<file path="config.mk">
export PLATFORM = sky130hd
export DESIGN_NAME = rsa_op_controller
export DESIGN_NICKNAME = d
export VERILOG_FILES = /design/src/rtl/rsa_op_controller.sv
export SDC_FILE = /design/constraint.sdc
export NUM_CORES = 1
export LEC_CHECK = 0
export BUFFER_PORTS_ARGS = -buffer_cell sky130_fd_sc_hd__buf_4
export CORE_UTILIZATION = 40
export CTS_BUF_LIST = sky130_fd_sc_hd__clkbuf_8
export DETAILED_ROUTE_END_ITERATION = 8
export PLACE_DENSITY_LB_ADDON = 0.1
export SETUP_SLACK_MARGIN = 0.3
export SYNTH_ARGS = -nofsm -noshare
export SYNTH_HDL_FRONTEND = slang
export SYNTH_SLANG_ARGS = --single-unit
</file>
<file path="constraint.sdc">
create_clock -name clk -period 2 [get_ports clk]
set_input_delay 0.3 -clock clk [delete_from_list [all_inputs] [get_ports clk]]
set_output_delay 0.3 -clock clk [all_outputs]
set_load 0.02 [all_outputs]
</file>
<file path="src/rtl/rsa_op_controller.sv">
// Job sequencer for the dataPath modular-exponentiation engine: latches operands on start,
// pulses the engine through reset/run, guards the run with a cycle timeout and registers the result.
module rsa_op_controller #(
  parameter int WordSize   = 32,
  parameter int RST_CYCLES = 2,
  parameter int MAX_CYCLES = 4096
) (
  input  logic                clk,
  input  logic                reset,
  input  logic                start,
  input  logic                abort,
  input  logic                mode,
  input  logic [WordSize-1:0] text_in,
  input  logic [WordSize-1:0] pub_key,
  input  logic [WordSize-1:0] priv_key,
  input  logic [WordSize-1:0] mod_in,
  output logic                busy,
  output logic                done,
  output logic                timeout_err,
  output logic [WordSize-1:0] result,
  output logic [WordSize-1:0] dp_input_text,
  output logic [WordSize-1:0] dp_key,
  output logic [WordSize-1:0] dp_mod,
  output logic                dp_load,
  output logic                dp_running,
  output logic                dp_divide,
  input  logic                dp_over,
  input  logic [WordSize-1:0] dp_output_text
);

  localparam int RunW = $clog2(MAX_CYCLES + 1);
  localparam int SetW = $clog2(RST_CYCLES + 1);

  localparam logic [2:0] S_IDLE    = 3'd0;
  localparam logic [2:0] S_SETUP   = 3'd1;
  localparam logic [2:0] S_RUN     = 3'd2;
  localparam logic [2:0] S_CAPTURE = 3'd3;
  localparam logic [2:0] S_DONE    = 3'd4;
  localparam logic [2:0] S_ABORT   = 3'd5;

  localparam logic [RunW-1:0] RUN_LAST   = RunW'(MAX_CYCLES - 1);
  localparam logic [SetW-1:0] SETUP_LAST = SetW'(RST_CYCLES - 1);

  logic [2:0]          state_q, state_d;
  logic [SetW-1:0]     set_cnt_q, set_cnt_d;
  logic [RunW-1:0]     run_cnt_q, run_cnt_d;
  logic                busy_q, busy_d;
  logic                done_q, done_d;
  logic                timeout_err_q, timeout_err_d;
  logic [WordSize-1:0] result_q, result_d;
  logic [WordSize-1:0] text_q, text_d;
  logic [WordSize-1:0] key_q, key_d;
  logic [WordSize-1:0] mod_q, mod_d;
  logic                load_q, load_d;
  logic                running_q, running_d;
  logic                divide_q, divide_d;

  // Next-state, counters, operand latch and result capture.
  always_comb begin
    state_d       = state_q;
    set_cnt_d     = set_cnt_q;
    run_cnt_d     = run_cnt_q;
    timeout_err_d = timeout_err_q;
    result_d      = result_q;
    text_d        = text_q;
    key_d         = key_q;
    mod_d         = mod_q;
    case (state_q)
      S_IDLE: begin
        if (start) begin
          text_d        = text_in;
          mod_d         = mod_in;
          key_d         = mode ? priv_key : pub_key;
          timeout_err_d = 1'b0;
          set_cnt_d     = '0;
          state_d       = S_SETUP;
        end else begin
          state_d = S_IDLE;
        end
      end
      S_SETUP: begin
        if (abort) begin
          state_d = S_ABORT;
        end else if (set_cnt_q == SETUP_LAST) begin
          run_cnt_d = '0;
          state_d   = S_RUN;
        end else begin
          set_cnt_d = set_cnt_q + SetW'(1);
        end
      end
      S_RUN: begin
        run_cnt_d = run_cnt_q + RunW'(1);
        // The first RUN cycle sees the engine just leaving reset, so its over flag is not trusted.
        if (abort) begin
          state_d = S_ABORT;
        end else if (dp_over && (run_cnt_q != '0)) begin
          state_d = S_CAPTURE;
        end else if (run_cnt_q == RUN_LAST) begin
          timeout_err_d = 1'b1;
          result_d      = '0;
          state_d       = S_DONE;
        end else begin
          state_d = S_RUN;
        end
      end
      S_CAPTURE: begin
        result_d = dp_output_text;
        state_d  = S_DONE;
      end
      S_DONE:  state_d = S_IDLE;
      S_ABORT: state_d = S_IDLE;
      default: state_d = S_IDLE;
    endcase
  end

  // Moore outputs decoded from the next state so they register alongside it.
  always_comb begin
    busy_d    = 1'b0;
    done_d    = 1'b0;
    load_d    = 1'b0;
    running_d = 1'b0;
    divide_d  = 1'b1;
    case (state_d)
      S_IDLE: begin
        divide_d = 1'b1;
      end
      S_SETUP: begin
        busy_d = 1'b1;
        load_d = 1'b1;
      end
      S_RUN: begin
        busy_d    = 1'b1;
        load_d    = 1'b1;
        running_d = 1'b1;
        divide_d  = 1'b0;
      end
      S_CAPTURE: begin
        busy_d   = 1'b1;
        load_d   = 1'b1;
        divide_d = 1'b0;
      end
      S_DONE: begin
        done_d = 1'b1;
      end
      S_ABORT: begin
        busy_d = 1'b1;
      end
      default: begin
        divide_d = 1'b1;
      end
    endcase
  end

  // State and output registers with synchronous reset.
  always_ff @(posedge clk) begin
    if (reset) begin
      state_q       <= S_IDLE;
      set_cnt_q     <= '0;
      run_cnt_q     <= '0;
      busy_q        <= 1'b0;
      done_q        <= 1'b0;
      timeout_err_q <= 1'b0;
      result_q      <= '0;
      text_q        <= '0;
      key_q         <= '0;
      mod_q         <= '0;
      load_q        <= 1'b0;
      running_q     <= 1'b0;
      divide_q      <= 1'b1;
    end else begin
      state_q       <= state_d;
      set_cnt_q     <= set_cnt_d;
      run_cnt_q     <= run_cnt_d;
      busy_q        <= busy_d;
      done_q        <= done_d;
      timeout_err_q <= timeout_err_d;
      result_q      <= result_d;
      text_q        <= text_d;
      key_q         <= key_d;
      mod_q         <= mod_d;
      load_q        <= load_d;
      running_q     <= running_d;
      divide_q      <= divide_d;
    end
  end

  assign busy          = busy_q;
  assign done          = done_q;
  assign timeout_err   = timeout_err_q;
  assign result        = result_q;
  assign dp_input_text = text_q;
  assign dp_key        = key_q;
  assign dp_mod        = mod_q;
  assign dp_load       = load_q;
  assign dp_running    = running_q;
  assign dp_divide     = divide_q;

endmodule
</file>
== Word level (Yosys, flattened, before mapping) ==
Cells that the tools add are included.
Storage, ports and cells
  flip-flop bits (word level): 152
  input port bits: 166
  output and inout port bits: 134
  word-level logic and storage cells: 76
Cells by class
  add/sub/neg operators: 2
  equal/unequal tests: 17
  muxes and demuxes: 29
  reduce and logical (&&, ||, !) cells: 15
Operators by type and width (count)
  $mux W32: 4
  $pmux W32 S2: 1
  $mux W13: 2
  $pmux W13 S2: 1
  $mux W3: 5
  $ne A2 B2 Y1 const B: 7
  $add A13 B1 Y13 const B: 1
  $eq A13 B12 Y1 const B: 1
  $reduce_bool A13 Y1: 1
  $eq A3 B2 Y1 const B: 4
  $pmux W3 S4: 1
  $mux W1: 10
  $reduce_and A4 Y1: 2
  $reduce_bool A2 Y1: 4
  $eq A3 B1 Y1 const B: 2
  $eq A3 B3 Y1 const B: 2
  $mux W2: 3
  $reduce_and A5 Y1: 1
  $pmux W2 S2: 1
  $reduce_or A4 Y1: 1
  $logic_not A3 Y1: 1
  $reduce_and A3 Y1: 1
  $reduce_or A3 Y1: 1
  $add A2 B1 Y2 const B: 1
  5 further kinds: 5

== Depth between registers and ports, before layout ==
Gate-level depths: netlist of run 1.
  depth after elaboration: 8
  gate-level depth with buffers: 7
  mapped depth without buffers: 7

== Worst setup path after synthesis of run 1 ==
No wires, ideal clock.
  path kind: register to register
  start: register run_cnt_q[0]
  end: register result_q[10], in the netlist result[10]
  setup time: 125 ps
  arrival: 1739 ps
  data required time: 1875 ps
  setup slack: 136 ps
  cell stages (with the launch flop): 8
  path buffers: 1
  period minus slack after synthesis: 1864 ps
  cells stage by stage: dfxtp_1 -> inv_1 -> ha_1 -> nor4b_1 -> a31oi_1 -> o31ai_4 -> clkbuf_1 -> o21ai_0
Between the ends
  cells in the longest elaborated chain, start to end: 4
  elaborated cells between the ends (all ways): 6
  those cells by class: eq/ne (3); reduce/logical (3)
RTL lines
  start: declaration: line 46  | logic [RunW-1:0] run_cnt_q, run_cnt_d;
  start signal: assignment: line 173  | run_cnt_q <= run_cnt_d;
  $reduce_bool A13 Y1: line 96  | end else if (dp_over && (run_cnt_q != '0)) begin
  $logic_and A1 B1 Y1: line 96
  $ne A2 B2 Y1 (no source line)
  $reduce_and A4 Y1 (no source line) *
  end signal: assignment: line 177  | result_q <= result_d;
  end: declaration: line 50  | logic [WordSize-1:0] result_q, result_d;
Mark *: on every way between the ends. The rest lies on a longest branch, timed or not.
A chain may end at the register's enable or synchronous reset.

== Final worst setup path of run 1 ==
  start: register run_cnt_q[9]
  end: register done_q, in the netlist done
Between the ends
  cells in the longest elaborated chain, start to end: 7
  elaborated cells between the ends (all ways): 9
  those cells by class: eq/ne (2); mux (5); reduce/logical (2)
RTL lines
  $eq A13 B12 Y1 or $reduce_bool A13 Y1 (tied branches): line 98, 96
  $mux W3 or $logic_and A1 B1 Y1 (tied branches): line 98, 96
  $mux W3 *: line 96
  $mux W3 *: line 94  | if (abort) begin
  $pmux W3 S4 *: line 68  | case (state_q)
  $eq A3 B3 Y1 *: line 123  | case (state_d)
  $mux W1 *: line 123
  end signal: assignment: line 175  | done_q <= done_d;
  end: declaration: line 48  | logic done_q, done_d;
Marks and branches as above.

==> impl_metrics.xml, run 1 <==
<?xml version="1.0" encoding="UTF-8"?>
<metrics>
  <group name="routing">
    <metric name="detail_route.wl_per_cell" unit="um">15.38</metric>
    <metric name="drt-pass1-iter-count" unit="">7</metric>
    <metric name="drt-initial-drc-count" unit="">302</metric>
    <metric name="route.detailed.drc" unit="">0</metric>
    <metric name="drt-total-wl" unit="mm">18.64</metric>
    <metric name="antenna_violating_nets_left" unit="">0</metric>
    <metric name="num_vias" unit="">6055</metric>
    <metric name="vias_per_cell" unit="">4.996</metric>
  </group>
  <group name="sta">
    <metric name="final_hold_vios" unit="">0</metric>
    <metric name="worst_pin_slew" unit="ns">0.5343</metric>
    <metric name="fin_crit" unit="ns">1.845</metric>
    <metric name="rsz0062_at_grt" unit="">yes</metric>
    <metric name="timing.slew.headroom" unit="%">63.46</metric>
    <metric name="fin_crit_sh" unit="%">92.26</metric>
    <metric name="timing.setup.tns" unit="ns">0</metric>
    <metric name="achievable-frequency" unit="MHz">541.9</metric>
    <metric name="finalSetupViolations" unit="">0</metric>
    <metric name="finalClockSkew" unit="ns">0.01067</metric>
    <metric name="finalMaxSlewViolations" unit="">0</metric>
  </group>
  <group name="clocking">
    <metric name="cts_hold_buffers" unit="">0</metric>
    <metric name="clk_pin_slew_worst_paths" unit="ns">0.08</metric>
    <metric name="cts_num_sinks" unit="">152</metric>
    <metric name="worstSkewPairLatency" unit="ns">0.45</metric>
    <metric name="max-clock-path-buffers" unit="">2</metric>
    <metric name="cts-htree-levels" unit="">4</metric>
    <metric name="cts_root_buf" unit="">sky130_fd_sc_hd__clkbuf_8</metric>
    <metric name="cts-buffers-inserted" unit="">17</metric>
    <metric name="tritoncts" unit="">yes</metric>
  </group>
  <group name="power">
    <metric name="powerDensity" unit="nW/um2">750.4</metric>
    <metric name="power.internal" unit="mW">5.085</metric>
    <metric name="clockPowerShare" unit="%">35.0</metric>
    <metric name="peakVddDrop" unit="mV">0.3553</metric>
    <metric name="net_switching_power" unit="mW">1.894</metric>
    <metric name="sw_frac_of_total" unit="%">27.14</metric>
    <metric name="p_leak" unit="nW">4.048</metric>
    <metric name="pwr-share-comb" unit="%">18.3</metric>
    <metric name="p_seq_share" unit="%">46.8</metric>
  </group>
  <group name="placement">
    <metric name="port_buffers" unit="">299</metric>
    <metric name="dp_hpwl" unit="mm">12.88</metric>
    <metric name="gp_routability_congestion" unit="">0.8091</metric>
    <metric name="dp_cells" unit="">1166</metric>
  </group>
  <group name="synthesis">
    <metric name="postSynth.topFlopCell" unit="">sky130_fd_sc_hd__dfxtp_1</metric>
    <metric name="sequential_area_share_after_synthesis" unit="%">49.64</metric>
    <metric name="synthesis.nets" unit="">885</metric>
    <metric name="synth.ff_latch_count" unit="">152</metric>
    <metric name="postSynthCellCount" unit="">716</metric>
    <metric name="post_synth_instance_area" unit="um2">6130</metric>
    <metric name="number_of_synthesized_flops_with_an_enable_pin" unit="">0</metric>
    <metric name="synthArstFlopShare" unit="%">0</metric>
    <metric name="cell_variety_after_synth" unit="">51</metric>
    <metric name="avgSynthCellArea" unit="um2">8.561</metric>
    <metric name="yosysWarnings" unit="">0</metric>
  </group>
  <group name="worst_hold_path">
    <metric name="hold_start" unit="">dp_output_text[9]</metric>
    <metric name="worst_hold_path_type" unit="">in -&gt; reg</metric>
  </group>
  <group name="global_route">
    <metric name="grt_pass1_wl" unit="mm">29.24</metric>
    <metric name="grt.total_usage" unit="%">23.23</metric>
    <metric name="first_global_vias" unit="">5738</metric>
    <metric name="overflow" unit="">0</metric>
    <metric name="initial_antenna_violation_count" unit="">0</metric>
    <metric name="grt_start_max_net_pins" unit="">103</metric>
  </group>
  <group name="floorplan">
    <metric name="num_rows" unit="">44</metric>
    <metric name="floorplan.io_pins" unit="">300</metric>
    <metric name="die_width" unit="um">125.8</metric>
    <metric name="die_h" unit="um">125.8</metric>
    <metric name="die_area" unit="um2">15820</metric>
    <metric name="fp.coreArea" unit="um2">14750</metric>
    <metric name="starting_utilization_of_the_core_area" unit="%">41.55</metric>
  </group>
  <group name="layout">
    <metric name="final-instance-count-excl-fill" unit="">1212</metric>
    <metric name="antenna_cells_inserted" unit="">0</metric>
    <metric name="fraction_of_final_layout_cells_with_drive_strength_greater_than_1" unit="%">38.91</metric>
    <metric name="fill_cells" unit="">1348</metric>
    <metric name="number_of_nets_in_the_layout" unit="">1185</metric>
    <metric name="syn2layout_area_growth" unit="%">51.75</metric>
  </group>
  <group name="setup_path">
    <metric name="slowest_delay" unit="ns">0.60</metric>
    <metric name="setup.worst_path.start" unit="">run_cnt_q[9]</metric>
    <metric name="crit_path_start_kind" unit="">flip-flop</metric>
    <metric name="worstSetupPathType" unit="">reg -&gt; reg</metric>
    <metric name="biggest_fanout_along_the_worst_timing_path" unit="">4</metric>
    <metric name="regToRegStartpoint" unit="">run_cnt_q[9]</metric>
    <metric name="cp.arrival" unit="ns">2.21</metric>
    <metric name="crit_required" unit="ns">2.36</metric>
    <metric name="worst_path_slowest_cell" unit="">sky130_fd_sc_hd__or4_4</metric>
    <metric name="cp_cell_sequence" unit="">nand4_1 &gt; or4_4 &gt; a2111o_1 &gt; nor4b_2</metric>
    <metric name="setup.worst_path.end_class" unit="">flip-flop</metric>
  </group>
  <group name="flow_run">
    <metric name="total_of_max_cap_violations" unit="">0</metric>
  </group>
  <group name="status">
    <metric name="run_status" unit="">finished clean</metric>
  </group>
</metrics>
-- through the flow --
step,hold slack [ns],cell area (um2),power (mW),util [%],worst slack (ns)
2_1_floorplan,0.4192,6187,3.938,-,0.2012
5_1_grt,0.02905,9301,7.287,63.04,0.04099
4_1_cts,0.02576,9200,7.027,62.36,0.1690
3_5_place_dp,0.4466,8666,4.580,58.73,0.06234
6_report,0.05394,9301,6.980,63.04,0.1547
3_3_place_gp,0.4422,8666,4.573,58.73,0.08465
-- routing by layer --
metal  vias up  track usage [%]  share of wire (%)  wire length (um)
met5         -                0                  0                 0
met4         0            10.63                2.7               503
met3        31            8.454                8.3              1542
met2       198            39.08                 48              9026
met1      2746            26.30                 41              7566
li1       3080                -                  -                 -
-- cell type report --
| cell class | count | area [um2] | area share, % |
|---|---|---|---|
| multi-input cells | 464 | 2806 | 30.17 |
| clock inverters | 12 | 153.9 | 1.655 |
| clock buffers | 19 | 261.5 | 2.811 |
| flip-flops and latches | 152 | 3059 | 32.89 |
| inverters | 42 | 157.7 | 1.695 |
| well taps | 184 | 230.2 | 2.475 |
| repair buffers | 339 | 2633 | 28.30 |
-- critical path: cells and delay by family (launching register included) --
| kind | cells | cell delay, ns |
|---|---|---|
| flops | 1 | 0.35 |
| simple gates | 3 | 0.97 |
| compound gates | 1 | 0.45 |
-- what timing repair did --
action                     CTS  global route
buffers inserted             9             5
cloned                       0             1
setup endpoints to repair   61           139
resized for setup           11             9
pin swaps                    1             0
-- path summary, 6_finish.rpt --
check,to,slack [ns],depth (start not counted)
max reg2reg,done,0.15,4
min reg2reg,dp_mod[14],0.46,2
max,done,0.15,4
min,result[9],0.05,3
-- sequential cells by signal (all words and copies together) (netlist names), 2 cells and up --
name	cells
dp_input_text	32
dp_mod	32
dp_key	32
state_q	3
set_cnt_q	2
run_cnt_q	13
result	32
-- Yosys cell counts, drive strengths merged, types with 2 or more instances --
cell	number	area [um2]
o21ai	34	170.2
nand4	4	31.28
or4	3	26.27
or3b	3	26.28
a2111oi	4	41.29
clkbuf	51	192.7
ha	3	37.54
o21a	3	22.52
xnor2	6	52.55
nand2b	6	37.54
a21oi	68	340.3
a32oi	32	280.3
nand2	137	514.2
a211oi	38	285.3
nor2	54	202.7
buf	7	33.78
a31oi	3	18.77
dfxtp	152	3043
nor3b	2	15.01
inv	41	153.9
nor4b	3	32.53
nor4	2	12.51
mux2i	35	350.3
o31ai	4	43.79
nand3	3	15.01
-- power groups by stage --
| stage | sequential (mW) | clock [mW] | combinational (mW) |
|---|---|---|---|
| 3_5_place_dp | 3.33 | 0 | 1.25 |
| 3_3_place_gp | 3.33 | 0 | 1.25 |
| 4_1_cts | 3.27 | 2.49 | 1.27 |
| 5_1_grt | 3.29 | 2.62 | 1.38 |
| 2_1_floorplan | 3.52 | 0 | 0.422 |
| 6_report | 3.27 | 2.44 | 1.27 |
-- cells in the final DEF, fill, tap and decap left out, types with 3 or more instances in the layout --
cell                         synthesis  routed
sky130_fd_sc_hd__buf_4               0     332
sky130_fd_sc_hd__dfxtp_1           152     141
sky130_fd_sc_hd__nand2_1           137     136
sky130_fd_sc_hd__a21oi_1            68      68
sky130_fd_sc_hd__nor2_1             54      54
sky130_fd_sc_hd__inv_1              41      42
sky130_fd_sc_hd__a211oi_1           38      38
sky130_fd_sc_hd__mux2i_1            35      35
sky130_fd_sc_hd__a32oi_1            32      32
sky130_fd_sc_hd__o21ai_1             5      29
sky130_fd_sc_hd__clkbuf_8            0      19
sky130_fd_sc_hd__dfxtp_2             0      10
sky130_fd_sc_hd__xnor2_1             6       6
sky130_fd_sc_hd__nand2b_1            6       5
sky130_fd_sc_hd__o21ai_0            29       5
sky130_fd_sc_hd__buf_12              0       5
sky130_fd_sc_hd__clkinvlp_4          0       4
sky130_fd_sc_hd__or3b_2              3       3
sky130_fd_sc_hd__nand4_1             3       3
sky130_fd_sc_hd__nand3_1             3       3
sky130_fd_sc_hd__o21a_1              3       3
sky130_fd_sc_hd__clkinv_4            0       3
sky130_fd_sc_hd__bufinv_16           0       3
-- cells by family (layout without fill, tap and decap cells) --
family | Yosys count | count (layout) | synth area share (%)
AND/OR/NAND/NOR | 226 | 226 | 16.06
adder cells (fa/ha/maj) | 3 | 3 | 0.6124
AO/OA/AOI/OAI | 194 | 194 | 20.84
multiplexers | 35 | 35 | 5.716
buffers and inverters | 100 | 412 | 6.266
flip-flops | 152 | 152 | 49.64
XOR/XNOR | 6 | 6 | 0.8573
Note: power is estimated with default switching activity, not from simulation.
==> run 2, diff against run 1 <==
--- a/config.mk
+++ b/config.mk
@@ -6,6 +6,7 @@
 export NUM_CORES = 1
 export LEC_CHECK = 0
 export BUFFER_PORTS_ARGS = -buffer_cell sky130_fd_sc_hd__buf_4
+export CAP_MARGIN = 0
 export CORE_UTILIZATION = 40
 export CTS_BUF_LIST = sky130_fd_sc_hd__clkbuf_8
 export DETAILED_ROUTE_END_ITERATION = 8
==> constraint.sdc (replaced) <==
create_clock -name clk -period 2.35 [get_ports clk]
set_input_delay 0.3525 -clock clk [delete_from_list [all_inputs] [get_ports clk]]
set_output_delay 0.3525 -clock clk [all_outputs]
set_load 0.02 [all_outputs]
==> run 2 against run 1 <==
  * Cell count decreased by 2.1%
  * Sequential share of layout area increased by 0.76 points
  * Core utilization decreased by 1.7 points
  * Maximum frequency decreased by 6.4%
  * Sequential power decreased by 15%
  * Register-to-register slack improved by 0.22 ns
  * Worst hold slack improved by 0.061 ns
  * Die area unchanged
  * Critical endpoint unchanged
==> impl_metrics.xml, run 2 (synthesis results as in run 1) <==
<?xml version="1.0" encoding="UTF-8"?>
<metrics>
  <group name="layout">
    <metric name="fraction_of_final_layout_cells_with_drive_strength_greater_than_1" unit="%">35.99</metric>
    <metric name="fill_cells" unit="">1407</metric>
    <metric name="antenna_cells_inserted" unit="">0</metric>
    <metric name="final-instance-count-excl-fill" unit="">1187</metric>
    <metric name="syn2layout_area_growth" unit="%">47.60</metric>
    <metric name="final_cell_area_excluding_filler_cells" unit="um2">9047</metric>
    <metric name="post-route-util" unit="%">61.32</metric>
    <metric name="layout_commonest_cell" unit="">sky130_fd_sc_hd__buf_4</metric>
    <metric name="number_of_nets_in_the_layout" unit="">1159</metric>
    <metric name="commonest_cells_after_routing_fill_and_taps_aside" unit="">sky130_fd_sc_hd__buf_4 (309), sky130_fd_sc_hd__dfxtp_1 (151), sky130_fd_sc_hd__nand2_1 (136)</metric>
  </group>
  <group name="sta">
    <metric name="worst_pin_slew" unit="ns">0.6724</metric>
    <metric name="timing.setup.tns" unit="ns">0</metric>
    <metric name="rsz0062_at_grt" unit="">yes</metric>
    <metric name="finalSetupViolations" unit="">0</metric>
    <metric name="fin_crit" unit="ns">1.971</metric>
    <metric name="fin_crit_sh" unit="%">83.89</metric>
    <metric name="achievable-frequency" unit="MHz">507.2</metric>
    <metric name="timing.slew.headroom" unit="%">55.17</metric>
    <metric name="finalClockSkew" unit="ns">0.01249</metric>
    <metric name="final_hold_vios" unit="">0</metric>
    <metric name="timing.final.ws_setup" unit="ns">0.3786</metric>
    <metric name="finalMaxSlewViolations" unit="">0</metric>
  </group>
  <group name="routing">
    <metric name="route.detailed.drc" unit="">0</metric>
    <metric name="detail_route.wl_per_cell" unit="um">13.70</metric>
    <metric name="vias_per_cell" unit="">4.979</metric>
    <metric name="drt-pass1-iter-count" unit="">4</metric>
    <metric name="drt-initial-drc-count" unit="">251</metric>
    <metric name="drt-total-wl" unit="mm">16.26</metric>
    <metric name="num_vias" unit="">5910</metric>
    <metric name="antenna_violating_nets_left" unit="">0</metric>
  </group>
  <group name="power">
    <metric name="power.internal" unit="mW">4.549</metric>
    <metric name="clockPowerShare" unit="%">37.4</metric>
    <metric name="p_seq_share" unit="%">45.8</metric>
    <metric name="sw_frac_of_total" unit="%">25.01</metric>
    <metric name="p_leak" unit="nW">3.936</metric>
    <metric name="pwr-share-comb" unit="%">16.8</metric>
    <metric name="powerDensity" unit="nW/um2">670.5</metric>
    <metric name="net_switching_power" unit="mW">1.517</metric>
    <metric name="peakVddDrop" unit="mV">0.3512</metric>
  </group>
  <group name="setup_path">
    <metric name="regToRegSetupSlack" unit="ns">0.38</metric>
    <metric name="slowest_delay" unit="ns">0.58</metric>
    <metric name="crit_path_start_kind" unit="">flip-flop</metric>
    <metric name="worst_path_slowest_cell" unit="">sky130_fd_sc_hd__or4_4</metric>
    <metric name="r2r.worst_path.cells" unit="">4</metric>
    <metric name="timing.critical_path.max_delay_family" unit="">simple AND/OR/NAND/NOR gates</metric>
    <metric name="setup.worst_path.end_class" unit="">flip-flop</metric>
    <metric name="setup.worst_path.start" unit="">run_cnt_q[4]</metric>
    <metric name="worstSetupPathType" unit="">reg -&gt; reg</metric>
    <metric name="worst_r2r_endpoint" unit="">done</metric>
    <metric name="biggest_fanout_along_the_worst_timing_path" unit="">5</metric>
    <metric name="worst-path-buf-inv" unit="">0</metric>
    <metric name="cp_cell_sequence" unit="">nand4_2 &gt; or4_4 &gt; a2111o_1 &gt; nor4b_2</metric>
    <metric name="crit_path_capture" unit="">done</metric>
    <metric name="regToRegStartpoint" unit="">run_cnt_q[4]</metric>
    <metric name="cp.arrival" unit="ns">2.33</metric>
    <metric name="timing.critical_path.depth" unit="">4</metric>
    <metric name="crit_required" unit="ns">2.71</metric>
  </group>
  <group name="floorplan">
    <metric name="die_area" unit="um2">15820</metric>
    <metric name="die_width" unit="um">125.8</metric>
    <metric name="num_rows" unit="">44</metric>
    <metric name="starting_utilization_of_the_core_area" unit="%">41.55</metric>
    <metric name="fp.coreArea" unit="um2">14750</metric>
    <metric name="floorplan.io_pins" unit="">300</metric>
    <metric name="die_h" unit="um">125.8</metric>
  </group>
  <group name="clocking">
    <metric name="cts-htree-levels" unit="">4</metric>
    <metric name="tritoncts" unit="">yes</metric>
    <metric name="cts_root_buf" unit="">sky130_fd_sc_hd__clkbuf_8</metric>
    <metric name="cts-buffers-inserted" unit="">17</metric>
    <metric name="clk_pin_slew_worst_paths" unit="ns">0.08</metric>
    <metric name="postCtsSetupBuffers" unit="">0</metric>
    <metric name="cts_num_sinks" unit="">152</metric>
    <metric name="worstSkewPairLatency" unit="ns">0.44</metric>
    <metric name="max-clock-path-buffers" unit="">2</metric>
  </group>
  <group name="global_route">
    <metric name="overflow" unit="">0</metric>
    <metric name="first_global_vias" unit="">5451</metric>
    <metric name="grt_start_max_net_pins" unit="">69</metric>
    <metric name="initial_antenna_violation_count" unit="">0</metric>
    <metric name="grt_pass1_wl" unit="mm">26.48</metric>
    <metric name="grt.total_usage" unit="%">20.73</metric>
  </group>
  <group name="placement">
    <metric name="place_ws" unit="ns">0.2640</metric>
    <metric name="gp_routability_congestion" unit="">0.7918</metric>
    <metric name="dp_cells" unit="">1155</metric>
    <metric name="dp_hpwl" unit="mm">11.34</metric>
    <metric name="port_buffers" unit="">299</metric>
    <metric name="dpl_cell_area" unit="um2">8547</metric>
  </group>
  <group name="worst_hold_path">
    <metric name="hold_path_depth" unit="">3</metric>
    <metric name="worst_hold_path_type" unit="">in -&gt; reg</metric>
  </group>
  <group name="status">
    <metric name="run_status" unit="">finished clean</metric>
  </group>
  <group name="flow_run">
    <metric name="total_of_max_cap_violations" unit="">0</metric>
  </group>
</metrics>
## run 2: layer usage
layer	GRT usage, %	routed length (um)	part of all wire, %	vias to the layer above
met3	6.754	1299	8.0	32
met1	25.88	7038	43	2640
li1	-	-	-	3028
met5	0	0	0	-
met2	32.81	7538	46	210
met4	8.930	384	2.4	0
## run 2: worst min-delay path by stage
stage	slack (ns)	endpoint	from
after floorplan	0.46	run_cnt_q[10]	run_cnt_q[10]
after detailed placement	0.45	dp_input_text[1]	dp_input_text[1]
after global placement	0.44	dp_input_text[1]	dp_input_text[1]
after CTS	0.08	result[9]	dp_output_text[9]
final	0.12	result[18]	dp_output_text[18]
after global routing	0.08	result[31]	dp_output_text[31]
## run 2: tightest hold or removal path, stage by stage
cell and delay [ns]:
sky130_fd_sc_hd__buf_4 0.08, sky130_fd_sc_hd__a32oi_1 0.04, sky130_fd_sc_hd__o21ai_0 0.06
## run 2: cell type report
| cell class | count | area, um2 | share of cell area (%) |
|---|---|---|---|
| flip-flops and latches | 152 | 3044 | 33.65 |
| multi-input cells | 464 | 2745 | 30.34 |
| repair buffers | 313 | 2400 | 26.52 |
| clock buffers | 24 | 330.3 | 3.651 |
| well taps | 184 | 230.2 | 2.545 |
| inverters | 42 | 157.7 | 1.742 |
| clock inverters | 8 | 140.1 | 1.549 |
## run 2: timing repair
action | in CTS | in global routing
hold buffers | 0 | 0
setup endpoints to repair | 32 | 25
pin swaps | 0 | 0
resized for setup | 1 | 6
## run 2: metrics by stage
step / power (mW) / hold slack (ns)
2_1_floorplan: 3.342 / 0.4590
3_3_place_gp: 3.858 / 0.4425
3_5_place_dp: 3.867 / 0.4466
4_1_cts: 6.146 / 0.07955
5_1_grt: 6.364 / 0.08336
6_report: 6.067 / 0.1150
## run 2: power by group through the flow
stage / logic (mW) / clock network [mW] / registers, mW
finish: 1.02 / 2.27 / 2.78
global placement: 1.02 / 0 / 2.84
floorplan: 0.350 / 0 / 2.99
CTS: 1.03 / 2.34 / 2.78
detailed placement: 1.03 / 0 / 2.84
global route: 1.11 / 2.46 / 2.80
